--- config.mk ---
export PLATFORM = sky130hd
export DESIGN_NAME = uart_rx_16x_flat
export DESIGN_NICKNAME = d
export VERILOG_FILES = /design/src/rtl/uart_pkg.sv /design/src/rtl/uart_rx_16x_if.sv /design/src/rtl/uart_baud_tick.sv /design/src/rtl/uart_rx_16x.sv /design/src/flat_wrapper.sv
export SDC_FILE = /design/constraint.sdc
export NUM_CORES = 1
export LEC_CHECK = 0
export ABC_AREA = 1
export ABC_CLOCK_PERIOD_IN_PS = 3900
export BUFFER_PORTS_ARGS = -buffer_cell sky130_fd_sc_hd__buf_2
export CAP_MARGIN = 20
export CORE_MARGIN = 2
export CORE_UTILIZATION = 50
export CTS_CLUSTER_DIAMETER = 120
export CTS_CLUSTER_SIZE = 8
export DETAILED_ROUTE_END_ITERATION = 10
export MAX_ROUTING_LAYER = met4
export PLACE_DENSITY = 0.69
export SLEW_MARGIN = 20
export SYNTH_ARGS = -nofsm -noshare
export SYNTH_HDL_FRONTEND = slang
export SYNTH_SLANG_ARGS = --single-unit
export TNS_END_PERCENT = 1
--- constraint.sdc ---
create_clock -name clk_50m -period 3.9 [get_ports clk_50m]
set_input_delay 0.78 -clock clk_50m [delete_from_list [all_inputs] [get_ports clk_50m]]
set_output_delay 0.78 -clock clk_50m [all_outputs]
set_load 0.02 [all_outputs]
--- src/rtl/uart_pkg.sv ---
// Shared UART constants: reference-clock accumulator, receiver state encoding, LCR field widths.
package uart_pkg;

  localparam int unsigned CNT_ADD = 576;
  localparam int unsigned CNT_MAX = 15625;
  localparam int unsigned ACC_W   = 15;
  localparam int unsigned DIV_W   = 16;
  localparam int unsigned WLS_W   = 2;
  localparam int unsigned DATA_W  = 8;

  typedef enum logic [2:0] {
    IDLE,
    START,
    DATA,
    PARITY,
    STOP,
    WAIT_HIGH
  } rx_state_t;

  // Index of the last data bit for a word-length select (0..3 -> 5..8 bits).
  function automatic logic [2:0] wls_last_bit(input logic [WLS_W-1:0] wls);
    return 3'd4 + 3'(wls);
  endfunction

endpackage

--- src/rtl/uart_rx_16x_if.sv ---
// CPU-side register interface of the receiver: divisor/LCR controls, read strobes and LSR/RBR status.
interface uart_rx_16x_if;
  import uart_pkg::*;

  logic [DIV_W-1:0]  divisor;
  logic [WLS_W-1:0]  lcr_wls;
  logic              lcr_pen;
  logic              lcr_eps;
  logic              rbr_rd;
  logic              lsr_rd;
  logic [DATA_W-1:0] rbr;
  logic              dr;
  logic              oe;
  logic              pe;
  logic              fe;
  logic              bi;

  modport master (
    output divisor, lcr_wls, lcr_pen, lcr_eps, rbr_rd, lsr_rd,
    input  rbr, dr, oe, pe, fe, bi
  );

  modport slave (
    input  divisor, lcr_wls, lcr_pen, lcr_eps, rbr_rd, lsr_rd,
    output rbr, dr, oe, pe, fe, bi
  );

endinterface

--- src/rtl/uart_baud_tick.sv ---
// 1.8432 MHz reference enable from a fractional accumulator, divided by the divisor latch into a 16x tick.
module uart_baud_tick
  import uart_pkg::*;
#(
  parameter int unsigned CNT_ADD = uart_pkg::CNT_ADD,
  parameter int unsigned CNT_MAX = uart_pkg::CNT_MAX
) (
  input  logic             clk,
  input  logic             rst,
  input  logic [DIV_W-1:0] divisor,
  output logic             s_tick
);

  localparam logic [ACC_W-1:0] STEP    = ACC_W'(CNT_ADD);
  localparam logic [ACC_W-1:0] MODULUS = ACC_W'(CNT_MAX);
  localparam logic [ACC_W-1:0] WRAP_AT = ACC_W'(CNT_MAX - CNT_ADD);

  logic [ACC_W-1:0] acc;
  logic [DIV_W-1:0] div_cnt;
  logic             ref_tick;

  assign ref_tick = (acc >= WRAP_AT);
  // A counter at 0 or 1 reloads, so the divisor is picked up on the first reference tick after enable.
  assign s_tick   = ref_tick && (divisor != '0) && (div_cnt <= DIV_W'(1));

  always_ff @(posedge clk or posedge rst) begin
    if (rst) begin
      acc     <= '0;
      div_cnt <= '0;
    end else begin
      acc <= ref_tick ? acc + STEP - MODULUS : acc + STEP;
      if (divisor == '0)
        div_cnt <= '0;
      else if (ref_tick)
        div_cnt <= (div_cnt <= DIV_W'(1)) ? divisor : div_cnt - DIV_W'(1);
    end
  end

endmodule

--- src/rtl/uart_rx_16x.sv ---
// 8250-style receiver: 16x oversampled deserialiser into RBR with LSR dr/oe/pe/fe/bi status.
module uart_rx_16x
  import uart_pkg::*;
#(
  parameter int unsigned CNT_ADD     = uart_pkg::CNT_ADD,
  parameter int unsigned CNT_MAX     = uart_pkg::CNT_MAX,
  parameter int unsigned SYNC_STAGES = 2
) (
  input  logic          clk_50m,
  input  logic          rst,
  input  logic          rxd,
  uart_rx_16x_if.slave  bus
);

  logic                   s_tick;
  logic [SYNC_STAGES-1:0] sync;
  logic                   rxd_s;

  rx_state_t         state, state_n;
  logic [3:0]        cnt, cnt_n;
  logic [2:0]        bitcnt, bitcnt_n;
  logic [DATA_W-1:0] data, data_n;
  logic              pbit, pbit_n;
  logic              perr, perr_n;
  logic              commit;
  logic              brk;

  logic [DATA_W-1:0] rbr;
  logic              dr, oe, pe, fe, bi;

  uart_baud_tick #(
    .CNT_ADD (CNT_ADD),
    .CNT_MAX (CNT_MAX)
  ) u_baud (
    .clk     (clk_50m),
    .rst     (rst),
    .divisor (bus.divisor),
    .s_tick  (s_tick)
  );

  always_ff @(posedge clk_50m or posedge rst) begin
    if (rst) sync <= '1;
    else     sync <= {sync[SYNC_STAGES-2:0], rxd};
  end
  assign rxd_s = sync[SYNC_STAGES-1];

  // pbit is cleared at frame start, so with parity disabled it never masks a break.
  assign brk = (data == '0) && !pbit && !rxd_s;

  always_ff @(posedge clk_50m or posedge rst) begin
    if (rst) begin
      state  <= IDLE;
      cnt    <= '0;
      bitcnt <= '0;
      data   <= '0;
      pbit   <= 1'b0;
      perr   <= 1'b0;
    end else begin
      state  <= state_n;
      cnt    <= cnt_n;
      bitcnt <= bitcnt_n;
      data   <= data_n;
      pbit   <= pbit_n;
      perr   <= perr_n;
    end
  end

  always_comb begin
    state_n  = state;
    cnt_n    = cnt;
    bitcnt_n = bitcnt;
    data_n   = data;
    pbit_n   = pbit;
    perr_n   = perr;
    commit   = 1'b0;
    if (bus.divisor == '0) begin
      state_n = IDLE;
    end else begin
      unique case (state)
        IDLE: if (!rxd_s) begin
          state_n = START;
          cnt_n   = '0;
        end
        START: if (s_tick) begin
          if (cnt == 4'd7) begin
            if (rxd_s) begin
              state_n = IDLE;
            end else begin
              state_n  = DATA;
              cnt_n    = '0;
              bitcnt_n = '0;
              data_n   = '0;
              pbit_n   = 1'b0;
              perr_n   = 1'b0;
            end
          end else begin
            cnt_n = cnt + 4'd1;
          end
        end
        DATA: if (s_tick) begin
          cnt_n = cnt + 4'd1;
          if (cnt == 4'd15) begin
            data_n[bitcnt] = rxd_s;
            if (bitcnt == wls_last_bit(bus.lcr_wls))
              state_n = bus.lcr_pen ? PARITY : STOP;
            else
              bitcnt_n = bitcnt + 3'd1;
          end
        end
        PARITY: if (s_tick) begin
          cnt_n = cnt + 4'd1;
          if (cnt == 4'd15) begin
            pbit_n  = rxd_s;
            perr_n  = ((^data) ^ rxd_s) != ~bus.lcr_eps;
            state_n = STOP;
          end
        end
        STOP: if (s_tick) begin
          cnt_n = cnt + 4'd1;
          if (cnt == 4'd15) begin
            commit  = 1'b1;
            state_n = brk ? WAIT_HIGH : IDLE;
          end
        end
        WAIT_HIGH: if (rxd_s) state_n = IDLE;
        default: state_n = IDLE;
      endcase
    end
  end

  // A read coinciding with a commit consumes the old character, so dr stays set and no overrun is flagged.
  always_ff @(posedge clk_50m or posedge rst) begin
    if (rst) begin
      rbr <= '0;
      dr  <= 1'b0;
      oe  <= 1'b0;
      pe  <= 1'b0;
      fe  <= 1'b0;
      bi  <= 1'b0;
    end else begin
      if (commit) begin
        rbr <= data;
        dr  <= 1'b1;
      end else if (bus.rbr_rd) begin
        dr  <= 1'b0;
      end
      oe <= (oe & ~bus.lsr_rd) | (commit & dr & ~bus.rbr_rd);
      pe <= (pe & ~bus.lsr_rd) | (commit & perr);
      fe <= (fe & ~bus.lsr_rd) | (commit & ~rxd_s);
      bi <= (bi & ~bus.lsr_rd) | (commit & brk);
    end
  end

  assign bus.rbr = rbr;
  assign bus.dr  = dr;
  assign bus.oe  = oe;
  assign bus.pe  = pe;
  assign bus.fe  = fe;
  assign bus.bi  = bi;

endmodule

--- src/flat_wrapper.sv ---
// flat-port wrapper written by rule: the top's interface ports become plain ports
module uart_rx_16x_flat import uart_pkg::*;
#(
  parameter int unsigned CNT_ADD     = uart_pkg::CNT_ADD,
  parameter int unsigned CNT_MAX     = uart_pkg::CNT_MAX,
  parameter int unsigned SYNC_STAGES = 2
)
  (clk_50m, rst, rxd, bus_divisor, bus_lcr_wls, bus_lcr_pen, bus_lcr_eps, bus_rbr_rd, bus_lsr_rd, bus_rbr, bus_dr, bus_oe, bus_pe, bus_fe, bus_bi);
  uart_rx_16x_if bus_i ();
  input  logic clk_50m;
  input  logic rst;
  input  logic rxd;
  input wire logic [$bits(bus_i.divisor)-1:0] bus_divisor;
  input wire logic [$bits(bus_i.lcr_wls)-1:0] bus_lcr_wls;
  input wire logic [$bits(bus_i.lcr_pen)-1:0] bus_lcr_pen;
  input wire logic [$bits(bus_i.lcr_eps)-1:0] bus_lcr_eps;
  input wire logic [$bits(bus_i.rbr_rd)-1:0] bus_rbr_rd;
  input wire logic [$bits(bus_i.lsr_rd)-1:0] bus_lsr_rd;
  output wire logic [$bits(bus_i.rbr)-1:0] bus_rbr;
  output wire logic [$bits(bus_i.dr)-1:0] bus_dr;
  output wire logic [$bits(bus_i.oe)-1:0] bus_oe;
  output wire logic [$bits(bus_i.pe)-1:0] bus_pe;
  output wire logic [$bits(bus_i.fe)-1:0] bus_fe;
  output wire logic [$bits(bus_i.bi)-1:0] bus_bi;
  assign bus_i.divisor = bus_divisor;
  assign bus_i.lcr_wls = bus_lcr_wls;
  assign bus_i.lcr_pen = bus_lcr_pen;
  assign bus_i.lcr_eps = bus_lcr_eps;
  assign bus_i.rbr_rd = bus_rbr_rd;
  assign bus_i.lsr_rd = bus_lsr_rd;
  assign bus_rbr = bus_i.rbr;
  assign bus_dr = bus_i.dr;
  assign bus_oe = bus_i.oe;
  assign bus_pe = bus_i.pe;
  assign bus_fe = bus_i.fe;
  assign bus_bi = bus_i.bi;
  uart_rx_16x #(.CNT_ADD(CNT_ADD), .CNT_MAX(CNT_MAX), .SYNC_STAGES(SYNC_STAGES)) u_core (.clk_50m(clk_50m), .rst(rst), .rxd(rxd), .bus(bus_i));
endmodule
# == Word-level counts from Yosys, hierarchy flattened ==
# Cells that the tools add are included.
# Widths: inputs -> output; s select.
# op_classes
add_sub_neg,6
bitwise,19
n_reduce_logical,23
n_lt_le_gt_ge,4
muxes,56
n_eq_ne,29
# ops
op,n
$mux 3,20
$mux 16,3
$mux 8,5
$ne 3x1->1 const B,10
$pmux 3 s6,1
$le 16x1->1 const B,1
$logic_not 16->1,1
$mux 4,4
$pmux 8 s2,1
$reduce_bool 16->1,1
$sub 16x1->16 const B,1
$add 15x10->15 const B,1
$ge 15x14->1 const B,1
$mux 15,1
$sub 15x14->15 const B,1
$mux 1,14
$ne 2x1->1 const B,7
$reduce_and 7->1,2
$pmux 4 s3,1
$reduce_and 11->1,1
$and 1x1->1,9
$bwmux 8,1
$logic_not 8->1,1
$reduce_and 8->1,1
29 further kinds,48
# word_totals
in_bits,25
reg_bits,66
word_cells,152

# == Depth between registers and ports, before layout ==
# Gate-level depths: netlist (run 1).
# logic_depth
depth_word,9
mapped_depth,15

# == Cells and area by module ==
# Synthesis (run 1) repeated with hierarchy kept, for this count alone.
# hier_totals
hier_cells,643
area_unflattened_um2,4564.4
# by_module_without_submodules
mod,n_inst,area_each_um2,cells_each,seq_area_each_um2
uart_baud_tick,1,2392.3,348,775.7
uart_rx_16x,1,2172.1,295,878.3

# == Least setup slack after synthesis (run 1) ==
# Ideal clock, no wire load.
# synth_path
path_kind,input -> register
start,input port bus_divisor[15]
end,register u_core.u_baud.div_cnt[3]
cell_stages,11
setup_slack_ns,1.917
t_arrival_ns,1.855
setup_time_ns,0.129
path_cell_list,nor2_1 -> nand2_1 -> nor2_1 -> nand2_2 -> inv_2 -> nor2_2 -> buf_4 -> inv_2 -> nor2_1 -> o21ai_0 -> o21ai_0
# synth_between
elab_chain_cells,2
word_cells_on_any_way,3
classes_between,1 x mux; 2 x reduce/logical
# synth_rtl
element,line,text
start: declaration,flat_wrapper.sv:13,input wire logic [$bits(bus_i.divisor)-1:0] bus_divisor;
$logic_not 16->1 *,uart_baud_tick.sv:32,if (divisor == '0)
$mux 16 or $reduce_bool 2->1 (tied branches),-,
end signal: assignment,uart_baud_tick.sv:35,div_cnt <= (div_cnt <= DIV_W'(1)) ? divisor : div_cnt - DIV_W'(1);
end: declaration,uart_baud_tick.sv:19,logic [DIV_W-1:0] div_cnt;
# Every way passes the cells marked *; elsewhere a longest branch is shown, timed or not.
# A chain may end at the register's enable or synchronous reset.

# == Worst setup path after layout (run 1) ==
# layout_path
start,register u_core.u_baud.acc[6]
end,register u_core.rbr[5] (netlist: u_core.bus.rbr[5])
# layout_between
elab_chain_cells,6
# layout_rtl
element,line,text
start: declaration,uart_baud_tick.sv:18,logic [ACC_W-1:0] acc;
start signal: assignment,uart_baud_tick.sv:31,acc <= ref_tick ? acc + STEP - MODULUS : acc + STEP;
$ge 15x14->1,uart_baud_tick.sv:22,assign ref_tick = (acc >= WRAP_AT);
$logic_and 1x1->1 (2 in a row),uart_baud_tick.sv:24,assign s_tick = ref_tick && (divisor != '0) && (div_cnt <= DIV_W'(1));
$mux 1,uart_rx_16x.sv:118,STOP: if (s_tick) begin
$mux 1,uart_rx_16x.sv:79,unique case (state)
$mux 1,uart_rx_16x.sv:76,if (bus.divisor == '0) begin
end signal: assignment,uart_rx_16x.sv:142,rbr <= data;
end: declaration,uart_rx_16x.sv:28,logic [DATA_W-1:0] rbr;
# Every way passes these cells.

==> results_tabular.tex, run 1 <==
\begin{tabular}{lr}
\hline
Metric & Value \\
\hline
\multicolumn{2}{l}{\textbf{Finish}} \\
Design area & 4830 um\^{}2 \\
Storage element area & 1650 um\^{}2 \\
Final Util & a little under three fifths \\
Area used by multi-input combinational logic & between 2000 and 2500 um\^{}2 \\
Filler instances & 811 \\
Layout-stage area growth over the synthesis result & 11.1\% \\
Number of nets at the end of the flow & between 600 and 700 \\
Share of cells above drive strength 1 & a little under a fifth \\
Number of diodes & 0 \\
\multicolumn{2}{l}{\textbf{Power and ir drop}} \\
Switch share & between 20\% and 30\% \\
Post-layout total power & between 0.001 and 0.0015 W \\
Combinational group share of total power & around 3.3\% \\
Part of the total power dissipated in sequential elements & between 50\% and 60\% \\
P\_sw & 0.000317 W \\
Internal cell power & just over 0.001 W \\
PD cells & 276 nW/um\^{}2 \\
P\_leak & roughly 2.3 nW \\
Clk pwr share & 44.9\% \\
Worst vdd ir & between 0.1 and 0.15 mV \\
\multicolumn{2}{l}{\textbf{Placed design}} \\
Number of buffer cells added on primary ports & 37 \\
Final HPWL from detailed placement & about 7200 um \\
Post-placement cell area & 4630 um\^{}2 \\
Last weighted congestion value of the routability-driven placer & between 0.8 and 0.9 \\
\multicolumn{2}{l}{\textbf{Clocking}} \\
H-tree lvl count & 3 \\
Latest clock arrival within the worst-skew pair & around 0.35 ns \\
Number of buffers added for setup after CTS & 0 \\
Worst-path clk slew & 0.08 ns \\
Number of sinks handled by clock tree synthesis & 66 \\
Count of hold buffers inserted by post-cts repair & 0 \\
Clock root buffer & clkbuf\_8 \\
Resized Gates After CTS & 0 \\
Number of CTS-inserted buffers & 9 \\
Maximum buffer depth of the clock tree & 2 \\
TritonCTS clock tree & done \\
\multicolumn{2}{l}{\textbf{STA}} \\
Final TNS setup & 0 ns \\
Achievable Freq & $\sim$400 MHz \\
\# setup viols final & 0 \\
Slew margin rel. & roughly 45\% \\
Max-slew violation total from the final report & 0 \\
Final period util & between 60\% and 70\% \\
Min cycle time layout & 2.51 ns \\
Unrepaired setup endpoints after global routing & false \\
Actual slew at the worst max-slew pin & 0.832 ns \\
Final worst clock skew & 0.0114 ns \\
Hold violation total from the final report & 0 \\
\multicolumn{2}{l}{\textbf{Detailed routing}} \\
Vias per inst & 5.25 \\
Top Layer Used & met4 \\
Antenna viol nets, final & 0 \\
Met3 wirelength from detailed routing & $\sim$440 um \\
Detail-routed net length per standard cell & 13.5 um \\
Total length of routed met2 wires & about 4600 um \\
First drt pass iteration count & 5 \\
Total DRC errors in the routed layout & 0 \\
Vias post-DR & about 3800 \\
Violation count after the first detailed-routing iteration & roughly 210 \\
Sum of routed wire segments on met1 & between 4000 and 5000 um \\
Wire length reported by the detailed router & 9680 um \\
\multicolumn{2}{l}{\textbf{Die}} \\
Starting density of the core & about half \\
Std-Cell Core Area & around 8600 um\^{}2 \\
Cell Rows & 34 \\
Boundary Pins & 38 \\
Die width & between 90 and 100 um \\
Height of the die & just under 100 um \\
Die footprint & 9460 um\^{}2 \\
\multicolumn{2}{l}{\textbf{Status}} \\
Run status & finished clean \\
\multicolumn{2}{l}{\textbf{GRT}} \\
Sum of overflow across all layers after global routing & 0 \\
Total track usage & between 20 and 25\% \\
Antenna violations before repair & 0 \\
Number of global-route vias before repair & between 3000 and 4000 \\
Global-route wire length before repair & approximately 17000 um \\
Maximum number of pins on one net before global-route repair & between 40 and 50 \\
\multicolumn{2}{l}{\textbf{Synth}} \\
Cell count after synthesis & 566 \\
Mapped Area & roughly 4300 um\^{}2 \\
Yosys warnings & 0 \\
Distinct cell type count after synthesis & 42 \\
Sequential-to-total area share from yosys stat & 38.1\% \\
Seq cells post-synth & 66 \\
Synthesized area per cell & roughly 7.7 um\^{}2 \\
Number of nets in the synthesized netlist & between 600 and 700 \\
\multicolumn{2}{l}{\textbf{Critical path}} \\
Crit path launch & u\_core.u\_baud.acc[6] \\
Crit Path Max Fanout & 20 \\
Data required time of the critical path & between 4 and 5 ns \\
Capturing element of the worst setup path & u\_core.bus.rbr[5] \\
Critical path data arrival time & between 2 and 3 ns \\
RR Startpoint & u\_core.u\_baud.acc[6] \\
Critical R2R Capture & u\_core.bus.rbr[5] \\
Kind of critical path & reg2reg \\
Launching element type of the critical path & register \\
Category of the worst setup path capture point & register \\
Worst reg2reg setup slack & about 1.4 ns \\
Reg2Reg Depth & 13 \\
\multicolumn{2}{l}{\textbf{Hold path}} \\
Hold-critical path depth & 0 \\
Worst min path class & reg2reg \\
\multicolumn{2}{l}{\textbf{Run}} \\
Max-cap violations & 0 \\
\hline
\end{tabular}
[synth_stat cells, drive strengths merged]
library cell	instances	area, um^2
o211ai	6	45.0
o22ai	8	50.1
inv	70	268
a31oi	2	12.5
xor2	25	219
a41oi	1	8.76
buf	5	33.8
a21boi	1	7.51
o21ai	50	254
dfrtp	64	1600
o221ai	1	8.76
dfstp	2	52.6
nand4	19	140
nor2	69	363
nand3	41	255
o21a	1	7.51
ha	12	150
xnor2	9	78.8
nor3	17	96.4
nand3b	3	22.5
a21oi	6	45.1
o31ai	3	32.5
nand2	143	564
clkbuf	8	30.0
[registers in the layout (all words and copies together), names as in the netlist, 2 cells and up]
name and cells:
u_core.u_baud.acc 15, u_core.cnt 4, u_core.u_baud.div_cnt 16, u_core.sync 2
u_core.bitcnt 3, u_core.bus.rbr 8, u_core.state 3, u_core.data 8
[through the flow]
step                      instances  hold WS, ns  worst slack [ns]
after floorplan                 566        0.345              1.47
after global placement          701        0.348              1.48
after detailed placement        701        0.349              1.40
after CTS                       717        0.358              1.39
after global routing            717        0.364              1.09
final                           717        0.357              1.39
[power by group through the flow]
stage | sequential [W] | combinational [W] | clock, W
5_1_grt | 0.000691 | 0.0000510 | 0.000643
6_report | 0.000691 | 0.0000435 | 0.000598
3_3_place_gp | 0.000704 | 0.0000436 | 0
2_1_floorplan | 0.000703 | 0.0000210 | 0
4_1_cts | 0.000690 | 0.0000448 | 0.000613
3_5_place_dp | 0.000704 | 0.0000445 | 0
[cell type report]
type                       count  share of cell area, %
clock inverter                 6                   1.32
multi-input combinational    417                   48.9
sequential                    66                   34.3
timing repair buffer          40                   4.30
clock buffer                  10                   2.85
inverter                      70                   5.57
tap                          108                   2.80
[critical path: stages (launching register included)]
cell and delay (ns):
dfrtp_1 0.46, ha_1 0.27, nand2_1 0.07, nor2_1 0.10, nand2_1 0.05, nor2_1 0.08
nor2_1 0.05, nand2_2 0.27, inv_2 0.14, nor2_2 0.40, nand4_1 0.14, buf_4 0.23
nand2_1 0.07, o21ai_1 0.06
[worst min path at each step]
stage | startpoint | endpoint | slack, ns
after floorplan | u_core.sync[0] | u_core.sync[1] | 0.35
after global placement | u_core.sync[0] | u_core.sync[1] | 0.35
after detailed placement | u_core.sync[0] | u_core.sync[1] | 0.35
after CTS | u_core.sync[0] | u_core.sync[1] | 0.36
after global routing | u_core.sync[0] | u_core.sync[1] | 0.36
final | u_core.sync[0] | u_core.sync[1] | 0.36
[per-layer routing]
| metal | vias up | global-route usage [%] |
|---|---|---|
| met5 | - | - |
| met4 | 0 | 7.59 |
| met3 | 12 | 3.96 |
| met1 | 1729 | 30.4 |
| li1 | 1927 | - |
| met2 | 95 | 35.0 |
[cell families (layout without fill, tap and decap cells)]
group | after synthesis | count (layout) | share of synthesized area [%]
adder cells (fa/ha/maj) | 12 | 12 | 3.45
buffers and inverters | 83 | 126 | 7.63
AO/OA/AOI/OAI | 79 | 79 | 10.9
flip-flops | 66 | 66 | 38.1
AND/OR/NAND/NOR | 292 | 292 | 33.2
XOR/XNOR | 34 | 34 | 6.85
[layout by cell type (no fill, tap or decap), types with 3 or more instances in the layout]
cell      synthesis  layout
nor2_4            5       5
buf_2             3      37
xnor2_1           9       9
nand2_1         136     136
nand3b_1          3       3
o21ai_0          33      33
nor3_1           16      16
clkbuf_8          0      10
nor2_1           54      54
nand4_1          17      17
xor2_1           25      25
inv_1            58      57
clkinv_2          0       3
inv_2            11      11
o22ai_1           8       8
a21oi_1           4       4
o211ai_1          6       6
buf_4             1       3
dfrtp_1          64      64
nand2_2           5       5
nor2_2            7       7
ha_1             12      12
o21ai_1          16      16
nand3_1          31      31
nand3_2          10      10
nor2_8            3       3
No activity file was read; power rests on OpenSTA's default activity.
==> inputs of run 2 (changes only) <==
Settings changed: ABC_CLOCK_PERIOD_IN_PS 3900 to 2400.
Clock period 3.9 ns to 2.4 ns, I/O delays scaled along.
==> run 2 against run 1 <==
Effect of this change: sequential cell count unchanged; setup slack got worse by 1.1 ns; routed wire length decreased by 0.50%; combinational power increased by 66%; highest routed layer unchanged; largest power group unchanged; clock skew decreased by 0.0012 ns; power increased by 50%.
==> results_tabular.tex, run 2 (synthesis results as in run 1) <==
\begin{tabular}{lr}
\hline
Metric & Value \\
\hline
\multicolumn{2}{l}{\textbf{Status}} \\
Run status & finished clean \\
\multicolumn{2}{l}{\textbf{Power and ir drop}} \\
P\_leak & 2.36 nW (+0.86\%) \\
P\_sw & 0.000459 W (+45\%) \\
Internal cell power & 0.00154 W (+52\%) \\
Clk pwr share & 40.3\% (-4.6 points) \\
Part of the total power dissipated in sequential elements & 56.1\% (+4.2 points) \\
PD cells & 413 nW/um\^{}2 (+50\%) \\
Worst vdd ir & 0.295 mV (+120\%) \\
Combinational group share of total power & 3.6\% (+0.3 points) \\
Switch share & 22.9\% (-0.88 points) \\
\multicolumn{2}{l}{\textbf{Finish}} \\
Max FFs per register & 16 (unchanged) \\
Largest registers ranked by flip-flop count & u\_core.u\_baud.div\_cnt (16), u\_core.u\_baud.acc (15) \\
Number of nets at the end of the flow & 646 (+0.78\%) \\
Post-route insts no fill & 722 (+0.70\%) \\
Final Util & 56.4\% (+0.22 points) \\
Leading cell type in the layout, fill and taps excluded & nand2\_1 \\
Largest register by flop count & u\_core.u\_baud.div\_cnt \\
Share of cells above drive strength 1 & 18.6\% (+0.34 points) \\
Layout-stage area growth over the synthesis result & 11.5\% \\
Design area & 4850 um\^{}2 (+0.39\%) \\
Highest-count cells in the layout ignoring fill and taps & 136 x nand2\_1, 64 x dfrtp\_1, 57 x inv\_1 \\
Number of diodes & 0 (unchanged) \\
\multicolumn{2}{l}{\textbf{Clocking}} \\
Number of CTS-inserted buffers & 9 (unchanged) \\
H-tree lvl count & 3 (unchanged) \\
Clock root buffer & clkbuf\_8 \\
Maximum buffer depth of the clock tree & 2 (unchanged) \\
Count of hold buffers inserted by post-cts repair & 0 (unchanged) \\
Resized Gates After CTS & 0 (unchanged) \\
TritonCTS clock tree & done \\
Worst-path clk slew & 0.07 ns (about the same) \\
Number of buffers added for setup after CTS & 0 (unchanged) \\
Latest clock arrival within the worst-skew pair & 0.34 ns (about the same) \\
Number of sinks handled by clock tree synthesis & 66 (unchanged) \\
\multicolumn{2}{l}{\textbf{Critical path}} \\
Critical R2R Capture & u\_core.pbit \\
Critical path data arrival time & 2.36 ns (-0.39 ns) \\
Buf+Inv Stages, Crit Path & 2 (unchanged) \\
Slowest CP cell & dfrtp\_1 \\
Category of the worst setup path capture point & register \\
Reg2Reg Depth & 13 (unchanged) \\
Worst reg2reg setup slack & 0.26 ns (-1.13 ns) \\
Cell occurring most often along the worst timing path & nand2\_1 \\
Launching element type of the critical path & register \\
Delay of the slowest cell on the worst path & 0.40 ns (-0.06 ns) \\
RR Startpoint & u\_core.u\_baud.div\_cnt[0] \\
Kind of critical path & reg2reg \\
Crit Path Max Fanout & 9 (-55\%) \\
CP top delay family & simple AND/OR/NAND/NOR gates \\
Crit-path cells & inv\_1 > ha\_1 > nand2\_4 > nor2\_4 > nor2\_2 > nor2\_8 > nand4\_4 > nand2\_4 > inv\_6 > nor2\_8 > nand2\_1 > nand2\_1 > nand2\_1 \\
Data required time of the critical path & 2.63 ns (-1.51 ns) \\
\multicolumn{2}{l}{\textbf{Die}} \\
Boundary Pins & 38 (unchanged) \\
Die width & 97.2 um (unchanged) \\
Cell Rows & 34 (unchanged) \\
Height of the die & 97.2 um (unchanged) \\
Std-Cell Core Area & 8590 um\^{}2 (unchanged) \\
Starting density of the core & 50.6\% (unchanged) \\
Die footprint & 9460 um\^{}2 (unchanged) \\
\multicolumn{2}{l}{\textbf{STA}} \\
Final setup margin & 0.263 ns (-1.13 ns) \\
Hold violation total from the final report & 0 (unchanged) \\
\# setup viols final & 0 (unchanged) \\
Actual slew at the worst max-slew pin & 0.444 ns (-0.388 ns) \\
Final TNS setup & 0 ns (unchanged) \\
Min cycle time layout & 2.14 ns (-0.373 ns) \\
Max-slew violation total from the final report & 0 (unchanged) \\
Final period util & 89.0\% (+25 points) \\
Final worst clock skew & 0.0102 ns (-0.00120 ns) \\
Achievable Freq & 468 MHz (+17\%) \\
Slew margin rel. & 70.3\% (+26 points) \\
\multicolumn{2}{l}{\textbf{Placed design}} \\
Worst Setup Slack post-DPL & 0.154 ns (-1.25 ns) \\
Final HPWL from detailed placement & 7140 um (-0.72\%) \\
Number of buffer cells added on primary ports & 37 (unchanged) \\
Last weighted congestion value of the routability-driven placer & 0.935 (+5.5\%) \\
Number of cells in the design after placement & 706 (+0.71\%) \\
Post-placement cell area & 4680 um\^{}2 (+1.1\%) \\
\multicolumn{2}{l}{\textbf{Detailed routing}} \\
Antenna viol nets, final & 0 (unchanged) \\
Total DRC errors in the routed layout & 0 (unchanged) \\
Wire length reported by the detailed router & 9630 um (-0.50\%) \\
Vias per inst & 5.31 (+1.2\%) \\
Detail-routed net length per standard cell & 13.3 um (-1.2\%) \\
Vias post-DR & 3834 (+1.9\%) \\
Violation count after the first detailed-routing iteration & 131 (-37\%) \\
First drt pass iteration count & 4 (-1) \\
\multicolumn{2}{l}{\textbf{GRT}} \\
Antenna violations before repair & 0 (unchanged) \\
Global-route wire length before repair & 17100 um (+0.49\%) \\
Number of global-route vias before repair & 3808 (+2.3\%) \\
Sum of overflow across all layers after global routing & 0 (unchanged) \\
Total track usage & 22.3\% (-0.30 points) \\
Maximum number of pins on one net before global-route repair & 67 (+43\%) \\
\multicolumn{2}{l}{\textbf{Run}} \\
Max-cap violations & 0 (unchanged) \\
\multicolumn{2}{l}{\textbf{Hold path}} \\
Worst min path class & in2async \\
\hline
\end{tabular}
==> run 2: cell types whose count changed in the layout (fill, tap and decap cells not counted) <==
cell,before,now
nor2_1,54,53
bufinv_16,1,0
nor2_4,5,6
inv_6,2,1
clkbuf_1,0,3
buf_12,0,1
inv_2,11,12
buf_4,3,7
clkinvlp_4,2,0
==> run 2: routing by layer <==
metal	wire length, um	vias to the layer above	global-route usage (%)
li1	-	1940	-
met1	4430	1791	28.7
met2	4580	88	36.3
met4	150	0	5.77
met3	470	15	4.53
met5	0	-	-
==> run 2: worst register-to-register path: stages (launching register included) <==
cell	delay (ns)
dfrtp_1	0.40
inv_1	0.12
ha_1	0.27
nand2_4	0.10
nor2_4	0.21
nor2_2	0.10
nor2_8	0.16
nand4_4	0.13
nand2_4	0.15
inv_6	0.07
nor2_8	0.12
nand2_1	0.09
nand2_1	0.06
nand2_1	0.04
==> run 2: final cells by class <==
| cell class | instances | area, um^2 |
|---|---|---|
| timing repair buffer | 45 | 258 |
| tap | 108 | 135 |
| sequential | 66 | 1650 |
| clock buffer | 13 | 149 |
| fill | 822 | 3750 |
| multi-input combinational | 417 | 2370 |
| inverter | 70 | 268 |
| clock inverter | 3 | 15.0 |
==> run 2: per-stage QoR <==
step                      hold slack, ns  power (W)
final                              0.208    0.00200
after global routing               0.221    0.00209
after global placement             0.348    0.00122
after detailed placement           0.349    0.00122
after floorplan                    0.345    0.00118
after CTS                          0.226    0.00203
==> run 2: worst max path at each step <==
stage / from / end / slack [ns] / cells past startpoint
after global placement: u_core.u_baud.acc[7] / u_core.bus.rbr[3] / 0.25 / 13
after CTS: u_core.u_baud.acc[7] / u_core.bus.rbr[0] / 0.14 / 13
after detailed placement: u_core.u_baud.acc[7] / u_core.bus.rbr[0] / 0.15 / 13
after floorplan: rst / u_core.bitcnt[0] / 0.27 / 1
final: u_core.u_baud.div_cnt[0] / u_core.pbit / 0.26 / 13
after global routing: u_core.u_baud.acc[7] / u_core.bus.rbr[0] / -0.003 / 13
==> run 2: power by group through the flow <==
stage | Combinational, W | Sequential, W | Clock (W)
2_1_floorplan | 0.0000341 | 0.00114 | 0
3_3_place_gp | 0.0000726 | 0.00114 | 0
3_5_place_dp | 0.0000742 | 0.00114 | 0
4_1_cts | 0.0000743 | 0.00112 | 0.000837
5_1_grt | 0.0000825 | 0.00112 | 0.000888
6_report | 0.0000722 | 0.00112 | 0.000807
